<file path="src/rtl/rr_sched_fsm.sv">
// rr_sched_fsm: three-way scheduler for a shared 5-bit operand path.
// One requester owns the path for a burst of at most MAX_HOLD cycles. Every
// burst is followed by a single DRAIN cycle, after which the block re-arbitrates.
// Build option: define ROUND_ROBIN_EN for rotating priority. When it is left
// undefined, priority is fixed with req[0] highest and req[2] lowest.
module rr_sched_fsm #(
   parameter int unsigned MAX_HOLD = 4  // legal range 1..8
) (
   input  logic       clk,
   input  logic       rst,
   input  logic [2:0] req,
   input  logic [4:0] a,
   input  logic [4:0] b,
   input  logic [4:0] c,
   output logic [2:0] gnt,
   output logic [4:0] dout,
   output logic       busy
);

   // State codes are fixed. Codes 0 and 6..15 are deliberately left unused.
   typedef enum logic [3:0] {
      StIdle  = 4'd1,
      StG0    = 4'd2,
      StG1    = 4'd3,
      StG2    = 4'd4,
      StDrain = 4'd5
   } state_e;

   // The last cycle of a burst, expressed as a counter value.
   localparam logic [2:0] HoldLast = 3'(MAX_HOLD - 1);

   // The register is plain logic rather than state_e. This lets it hold and
   // recover from the unused codes.
   logic [3:0] state_q;
   logic [2:0] gnt_q;
   logic [2:0] cnt_q;
   logic [1:0] last_q;

   logic [1:0] win;
   logic       win_any;
   logic [1:0] own;
   logic       hold_done;

`ifdef ROUND_ROBIN_EN
   logic [1:0] start;
   logic [1:0] cand;

   // Returns (base + off) mod 3 for operands in the range 0..2.
   function automatic logic [1:0] wrap3(input logic [1:0] base, input logic [1:0] off);
      logic [2:0] s;
      s = {1'b0, base} + {1'b0, off};
      return (s >= 3'd3) ? 2'(s - 3'd3) : s[1:0];
   endfunction

   // Rotating priority: scan upward from the slot after the most recent owner.
   always_comb begin
      win_any = |req;
      win     = 2'd0;
      cand    = 2'd0;
      unique case (last_q)
         2'd0:    start = 2'd1;
         2'd1:    start = 2'd2;
         default: start = 2'd0;
      endcase
      // The scan runs from the highest offset down, so the nearest set bit wins.
      for (int k = 2; k >= 0; k--) begin
         cand = wrap3(start, 2'(k));
         if (req[cand]) begin
            win = cand;
         end
      end
   end
`else
   // Fixed priority: req[0] beats req[1], which beats req[2].
   always_comb begin
      win_any = |req;
      if (req[0]) begin
         win = 2'd0;
      end else if (req[1]) begin
         win = 2'd1;
      end else begin
         win = 2'd2;
      end
   end
`endif

   // Find the current owner index from the grant state, and detect burst expiry.
   always_comb begin
      unique case (state_q)
         StG1:    own = 2'd1;
         StG2:    own = 2'd2;
         default: own = 2'd0;
      endcase
      hold_done = (cnt_q == HoldLast);
   end

   // Single FSM register block. It updates state, grant, hold count and last owner.
   always_ff @(posedge clk) begin
      if (!rst) begin
         state_q <= StIdle;
         gnt_q   <= 3'b000;
         cnt_q   <= 3'd0;
         last_q  <= 2'd2;
      end else begin
         case (state_q)
            StIdle, StDrain: begin
               if (win_any) begin
                  unique case (win)
                     2'd0:    state_q <= StG0;
                     2'd1:    state_q <= StG1;
                     default: state_q <= StG2;
                  endcase
                  gnt_q  <= 3'b001 << win;
                  cnt_q  <= 3'd0;
                  last_q <= win;
               end else begin
                  state_q <= StIdle;
                  gnt_q   <= 3'b000;
                  cnt_q   <= 3'd0;
               end
            end
            StG0, StG1, StG2: begin
               // A dropped request and an expired hold both lead to the same
               // single DRAIN cycle.
               if (!req[own] || hold_done) begin
                  state_q <= StDrain;
                  gnt_q   <= 3'b000;
                  cnt_q   <= 3'd0;
               end else begin
                  cnt_q <= cnt_q + 3'd1;
               end
            end
            default: begin
               // Recovery path for an unused state code.
               state_q <= StIdle;
               gnt_q   <= 3'b000;
               cnt_q   <= 3'd0;
            end
         endcase
      end
   end

   // Drive the shared path from the registered grant. The output is 0 when
   // there is no owner.
   always_comb begin
      unique case (gnt_q)
         3'b001:  dout = a;
         3'b010:  dout = b;
         3'b100:  dout = c;
         default: dout = 5'd0;
      endcase
      busy = (state_q == StG0) || (state_q == StG1) || (state_q == StG2);
   end

   assign gnt = gnt_q;

   // Structural invariants: the grant is at most one-hot, the counter stays
   // within the burst, and the last pointer never takes code 3.
   a_gnt_onehot : assert property (@(posedge clk) $onehot0(gnt_q));
   a_cnt_bound  : assert property (@(posedge clk) cnt_q <= HoldLast);
   a_last_range : assert property (@(posedge clk) last_q != 2'd3);

endmodule

</file>
<file path="config.mk">
export PLATFORM = sky130hd
export DESIGN_NAME = rr_sched_fsm
export DESIGN_NICKNAME = d
export VERILOG_FILES = /design/src/rtl/rr_sched_fsm.sv
export SDC_FILE = /design/constraint.sdc
export NUM_CORES = 1
export LEC_CHECK = 0
export ABC_AREA = 0
export CAP_MARGIN = 20
export CELL_PAD_IN_SITES_DETAIL_PLACEMENT = 1
export CELL_PAD_IN_SITES_GLOBAL_PLACEMENT = 1
export CORE_MARGIN = 2
export CORE_UTILIZATION = 36
export CTS_BUF_LIST = sky130_fd_sc_hd__clkbuf_4 sky130_fd_sc_hd__clkbuf_8 sky130_fd_sc_hd__clkbuf_16
export DETAILED_ROUTE_END_ITERATION = 10
export DONT_BUFFER_PORTS = 1
export PLACE_DENSITY_LB_ADDON = 0.08
export SETUP_SLACK_MARGIN = 0.02
export SLEW_MARGIN = 40
export SYNTH_ARGS = -nofsm -noshare
export SYNTH_HDL_FRONTEND = slang
export SYNTH_SLANG_ARGS = --single-unit
</file>
<file path="constraint.sdc">
create_clock -name clk -period 2 [get_ports clk]
set_clock_uncertainty 0.1 [all_clocks]
set_input_delay 0.5 -clock clk [delete_from_list [all_inputs] [get_ports clk]]
set_output_delay 0.5 -clock clk [all_outputs]
set_load 0.05 [all_outputs]
</file>
==> impl_results.html <==
<table>
<tr><th>Metric</th><th>Value</th></tr>
<tr><th colspan="2">Worst setup path</th></tr>
<tr><td>Number of buffer and inverter stages on the critical path</td><td>1</td></tr>
<tr><td>Required time reported for the critical path endpoint</td><td>1.40 ns</td></tr>
<tr><td>CP max-delay cell</td><td>or3b_4</td></tr>
<tr><td>Critical path class</td><td>flip-flop to primary output</td></tr>
<tr><td>Arrival time worst endpoint</td><td>1.32 ns</td></tr>
<tr><td>Length in cells of the worst reg-to-reg path</td><td>4</td></tr>
<tr><td>Endpoint kind of the worst setup timing path</td><td>primary output</td></tr>
<tr><td>Max incr delay on CP</td><td>0.43 ns</td></tr>
<tr><td>Reg2Reg Setup Slack</td><td>0.17 ns</td></tr>
<tr><td>Maximum fanout along the worst path</td><td>8</td></tr>
<tr><td>Worst reg2reg path startpoint</td><td>state_q[0]</td></tr>
<tr><td>Cell Chain, Critical Path</td><td>or3b_4 -&gt; nand2_1 -&gt; buf_6</td></tr>
<tr><td>Sort of element at the start of the critical path</td><td>flip-flop</td></tr>
<tr><td>Worst flop-to-flop path endpoint</td><td>state_q[0]</td></tr>
<tr><td>Kind of cell adding the most delay to the critical path</td><td>simple AND/OR/NAND/NOR gates</td></tr>
<tr><th colspan="2">Power and ir drop</th></tr>
<tr><td>Share of power burned in the clock network</td><td>0.189</td></tr>
<tr><td>Portion of total power attributed to combinational logic</td><td>0.500</td></tr>
<tr><td>Sw Share</td><td>0.424</td></tr>
<tr><td>Worst VDD drop</td><td>0.590 mV</td></tr>
<tr><td>Fraction of power consumed by sequential logic</td><td>0.311</td></tr>
<tr><td>LEAKAGE</td><td>between 0.3 and 0.4 nW</td></tr>
<tr><td>Total design power</td><td>0.823 mW</td></tr>
<tr><td>Internal power</td><td>0.474 mW</td></tr>
<tr><td>Power density over the cells</td><td>1010 mW/mm^2</td></tr>
<tr><td>Switching power of the nets</td><td>around 0.35 mW</td></tr>
<tr><th colspan="2">Global routing</th></tr>
<tr><td>Number of antenna violations at the first check in global routing</td><td>0</td></tr>
<tr><td>Largest net degree at the start of global routing</td><td>9</td></tr>
<tr><td>Global-route usage over all layers</td><td>0.180</td></tr>
<tr><td>Via count of the first global-routing pass</td><td>roughly 600</td></tr>
<tr><td>Wire length of the first global-routing pass</td><td>2.50 mm</td></tr>
<tr><td>Global route overflow</td><td>0</td></tr>
<tr><th colspan="2">Synth</th></tr>
<tr><td>Unique masters post-synth</td><td>26</td></tr>
<tr><td>Flop and latch count out of synthesis</td><td>9</td></tr>
<tr><td>Proportion of synthesized chip area in sequential cells</td><td>0.321</td></tr>
<tr><td>Post-synthesis share of cell area spent on xor and xnor gates</td><td>0</td></tr>
<tr><td>Post-Synthesis Net Count</td><td>85</td></tr>
<tr><td>Count of warnings emitted by yosys</td><td>0</td></tr>
<tr><td>Leading cell types by total area after synthesis</td><td>dfxtp_1 32%, a22oi_1 6.7%, nand2_1 6.0%</td></tr>
<tr><td>Compound-cell area share of the yosys netlist</td><td>0.266</td></tr>
<tr><td>Mux contribution to synthesized area</td><td>0</td></tr>
<tr><td>Synth Instances</td><td>63</td></tr>
<tr><td>Area share of fa/ha/maj cells after synthesis</td><td>0.0446</td></tr>
<tr><td>Area of the mapped netlist</td><td>roughly 560 sq um</td></tr>
<tr><td>Post-synthesis cell type with the largest combined area</td><td>dfxtp_1</td></tr>
<tr><td>Post-synth top area share</td><td>0.321</td></tr>
<tr><td>Post-synthesis area per instance</td><td>about 8.9 sq um</td></tr>
<tr><td>Largest family of logic cells by synthesized area</td><td>simple AND/OR/NAND/NOR gates</td></tr>
<tr><td>Fraction of the mapped netlist area in simple logic gates</td><td>0.355</td></tr>
<tr><th colspan="2">Drt</th></tr>
<tr><td>Remaining antenna violation count</td><td>0</td></tr>
<tr><td>Vias per std cell</td><td>approximately 6.1</td></tr>
<tr><td>First-iteration detailed-routing DRC count</td><td>4</td></tr>
<tr><td>Routed len/inst</td><td>15.4 um</td></tr>
<tr><td>Pre-Repair DR Iteration Count</td><td>2</td></tr>
<tr><td>Via Count</td><td>570</td></tr>
<tr><td>WL final</td><td>roughly 1.5 mm</td></tr>
<tr><td>Remaining design rule violation count</td><td>0</td></tr>
<tr><th colspan="2">Floorplanning</th></tr>
<tr><td>Vertical die dimension</td><td>43.5 um</td></tr>
<tr><td>Die width</td><td>43.5 um</td></tr>
<tr><td>Rows</td><td>14</td></tr>
<tr><td>Area of the die</td><td>around 0.0019 sq mm</td></tr>
<tr><td>Starting utilization of the core area</td><td>0.376</td></tr>
<tr><td>Core region area</td><td>~0.0015 sq mm</td></tr>
<tr><td>I/O pin total</td><td>29</td></tr>
<tr><th colspan="2">CTS</th></tr>
<tr><td>Clock slew seen by the registers of the worst setup and hold paths</td><td>0.06 ns</td></tr>
<tr><td>Clock Root Buffer</td><td>clkbuf_4</td></tr>
<tr><td>CTS Hold Bufs</td><td>0</td></tr>
<tr><td>Maximum clock insertion buffer count</td><td>2</td></tr>
<tr><td>TritonCTS clock tree</td><td>done</td></tr>
<tr><td>Num Clock Sinks</td><td>9</td></tr>
<tr><td>Later-pin clock latency in the skew report</td><td>about 0.26 ns</td></tr>
<tr><td># H-tree levels</td><td>1</td></tr>
<tr><td>Number of buffers created by CTS</td><td>3</td></tr>
<tr><th colspan="2">Timing</th></tr>
<tr><td>Remaining max-slew budget at the tightest pin</td><td>0.573</td></tr>
<tr><td>Unrepaired setup endpoints after global routing</td><td>no</td></tr>
<tr><td>TNS Setup</td><td>0 ns</td></tr>
<tr><td>Setup violators final</td><td>0</td></tr>
<tr><td>Share of the clock period used by the worst path after layout</td><td>0.960</td></tr>
<tr><td>Clock period minus final worst setup slack</td><td>1.92 ns</td></tr>
<tr><td>Maximum achievable frequency</td><td>0.521 GHz</td></tr>
<tr><td>Max-slew violation total from the final report</td><td>0</td></tr>
<tr><td>Slew at the pin closest to its max-slew limit</td><td>between 0.6 and 0.7 ns</td></tr>
<tr><td>Final critical-path setup slack</td><td>about 0.08 ns</td></tr>
<tr><td>Fin Hold WS</td><td>roughly 0.25 ns</td></tr>
<tr><td>Final count of hold timing violations</td><td>0</td></tr>
<tr><th colspan="2">Finish</th></tr>
<tr><td>Final net count</td><td>a little over 100</td></tr>
<tr><td>Commonest cells after routing, fill and taps aside</td><td>9 x nand2_1, 8 x buf_4, 5 x a22oi_1, 5 x o21ai_4, 5 x dfxtp_1</td></tr>
<tr><td>Seq. cell area</td><td>193 sq um</td></tr>
<tr><td>Proportion of layout cells with a drive suffix above 1</td><td>0.385</td></tr>
<tr><td>Fill cell instance count of the final layout</td><td>167</td></tr>
<tr><td>Diode insertion count for antenna repair</td><td>0</td></tr>
<tr><td>Area of combinational cells with multiple inputs</td><td>roughly 450 sq um</td></tr>
<tr><td>Synthesis-to-finish area growth</td><td>45.1%</td></tr>
<tr><td>Most common cell after layout, fill and taps aside</td><td>nand2_1</td></tr>
<tr><th colspan="2">Worst hold path</th></tr>
<tr><td>HP Class</td><td>primary input to flip-flop</td></tr>
<tr><td>Startpoint of the tightest hold check path</td><td>rst</td></tr>
<tr><td>Instance count along the most critical hold path</td><td>1</td></tr>
<tr><td>Hold Path Sink</td><td>state_q[2]</td></tr>
<tr><th colspan="2">Place</th></tr>
<tr><td>Post-placement setup slack</td><td>0.0636 ns</td></tr>
<tr><td>Post-detail-place hpwl</td><td>~1.2 mm</td></tr>
<tr><td>GP Congestion</td><td>0.790</td></tr>
<tr><td>Port Buffer Count</td><td>0</td></tr>
<tr><th colspan="2">Outcome</th></tr>
<tr><td>Run status</td><td>finished clean</td></tr>
<tr><th colspan="2">Flow run</th></tr>
<tr><td>Maximum capacitance violations</td><td>0</td></tr>
</table>
==> Yosys cell counts <==
cell type and instances:
dfxtp_1 9, nand2_1 9, o21ai_0 6, a22oi_1 5, nor2b_1 5, nor3b_1 3
a32o_1 2, and3b_1 2, ha_1 2, inv_1 2, o21a_1 2, or3b_1 2
a211oi_1 1, a21oi_1 1, a221o_1 1, and2_1 1, nand2b_1 1, nor2_1 1
nor3_1 1, nor4_4 1, nor4b_1 1, nor4b_2 1, nor4bb_1 1, o211ai_1 1
o2bb2ai_1 1, o31ai_1 1
==> routing by layer <==
metal  track usage  vias up  wire length (um)
li1              -      274                 -
met5             0        -                 0
met2         0.304       24               720
met1         0.211      268               609
met4        0.0909        0                31
met3        0.0417        4                89
==> timing repair <==
item,in CTS,in global routing
endpoints found under the setup margin,5,6
resized for setup,5,5
setup buffers,0,2
pin swaps,1,1
==> layout make-up <==
cell class,count,area share
Timing Repair Buffer,11,0.137
Tap cell,16,0.0246
Inverter,2,0.00923
Sequential cell,9,0.237
Clock buffer,4,0.0369
Multi-Input combinational cell,52,0.555
==> how the worst max path moves through the flow <==
stage | startpoint | end | slack, ns | cells past startpoint
after detailed placement | req[0] | state_q[0] | 0.06 | 4
after global routing | gnt[1] | dout[3] | 0.03 | 3
after CTS | gnt[2] | dout[4] | 0.02 | 5
after floorplan | req[0] | state_q[0] | 0.09 | 4
final | state_q[0] | busy | 0.08 | 3
after global placement | req[0] | state_q[0] | 0.12 | 4
==> power by group through the flow <==
stage          Combinational, mW  Clock [mW]  Sequential [mW]
6_report                   0.412       0.156            0.256
5_1_grt                    0.439       0.171            0.261
4_1_cts                    0.404       0.163            0.255
3_5_place_dp               0.394           0            0.255
3_3_place_gp               0.390           0            0.254
2_1_floorplan              0.266           0            0.269
==> flip-flops by register name (all words and copies together), names as in the netlist <==
name / flops
state_q: 3
gnt: 3
cnt_q: 3
==> logic make-up after synthesis <==
family                   Yosys count
flip-flops                         9
AND/OR/NAND/NOR                   29
AO/OA/AOI/OAI                     21
buffers and inverters              2
adder cells (fa/ha/maj)            2
==> stage by stage <==
stage               instances   util  instance area, sq um
global placement           88  0.494                   736
global route               94  0.546                   813
finish                     94  0.546                   813
CTS                        92  0.526                   783
floorplan                  63      -                   623
detailed placement         88  0.494                   736
==> worst register-to-register path: stages, from the launching register on <==
cell     delay [ns]
dfxtp_1        0.37
or3b_4         0.43
o21a_1         0.13
or3b_1         0.37
a221o_1        0.31
Power figures use the tool's default switching activity.
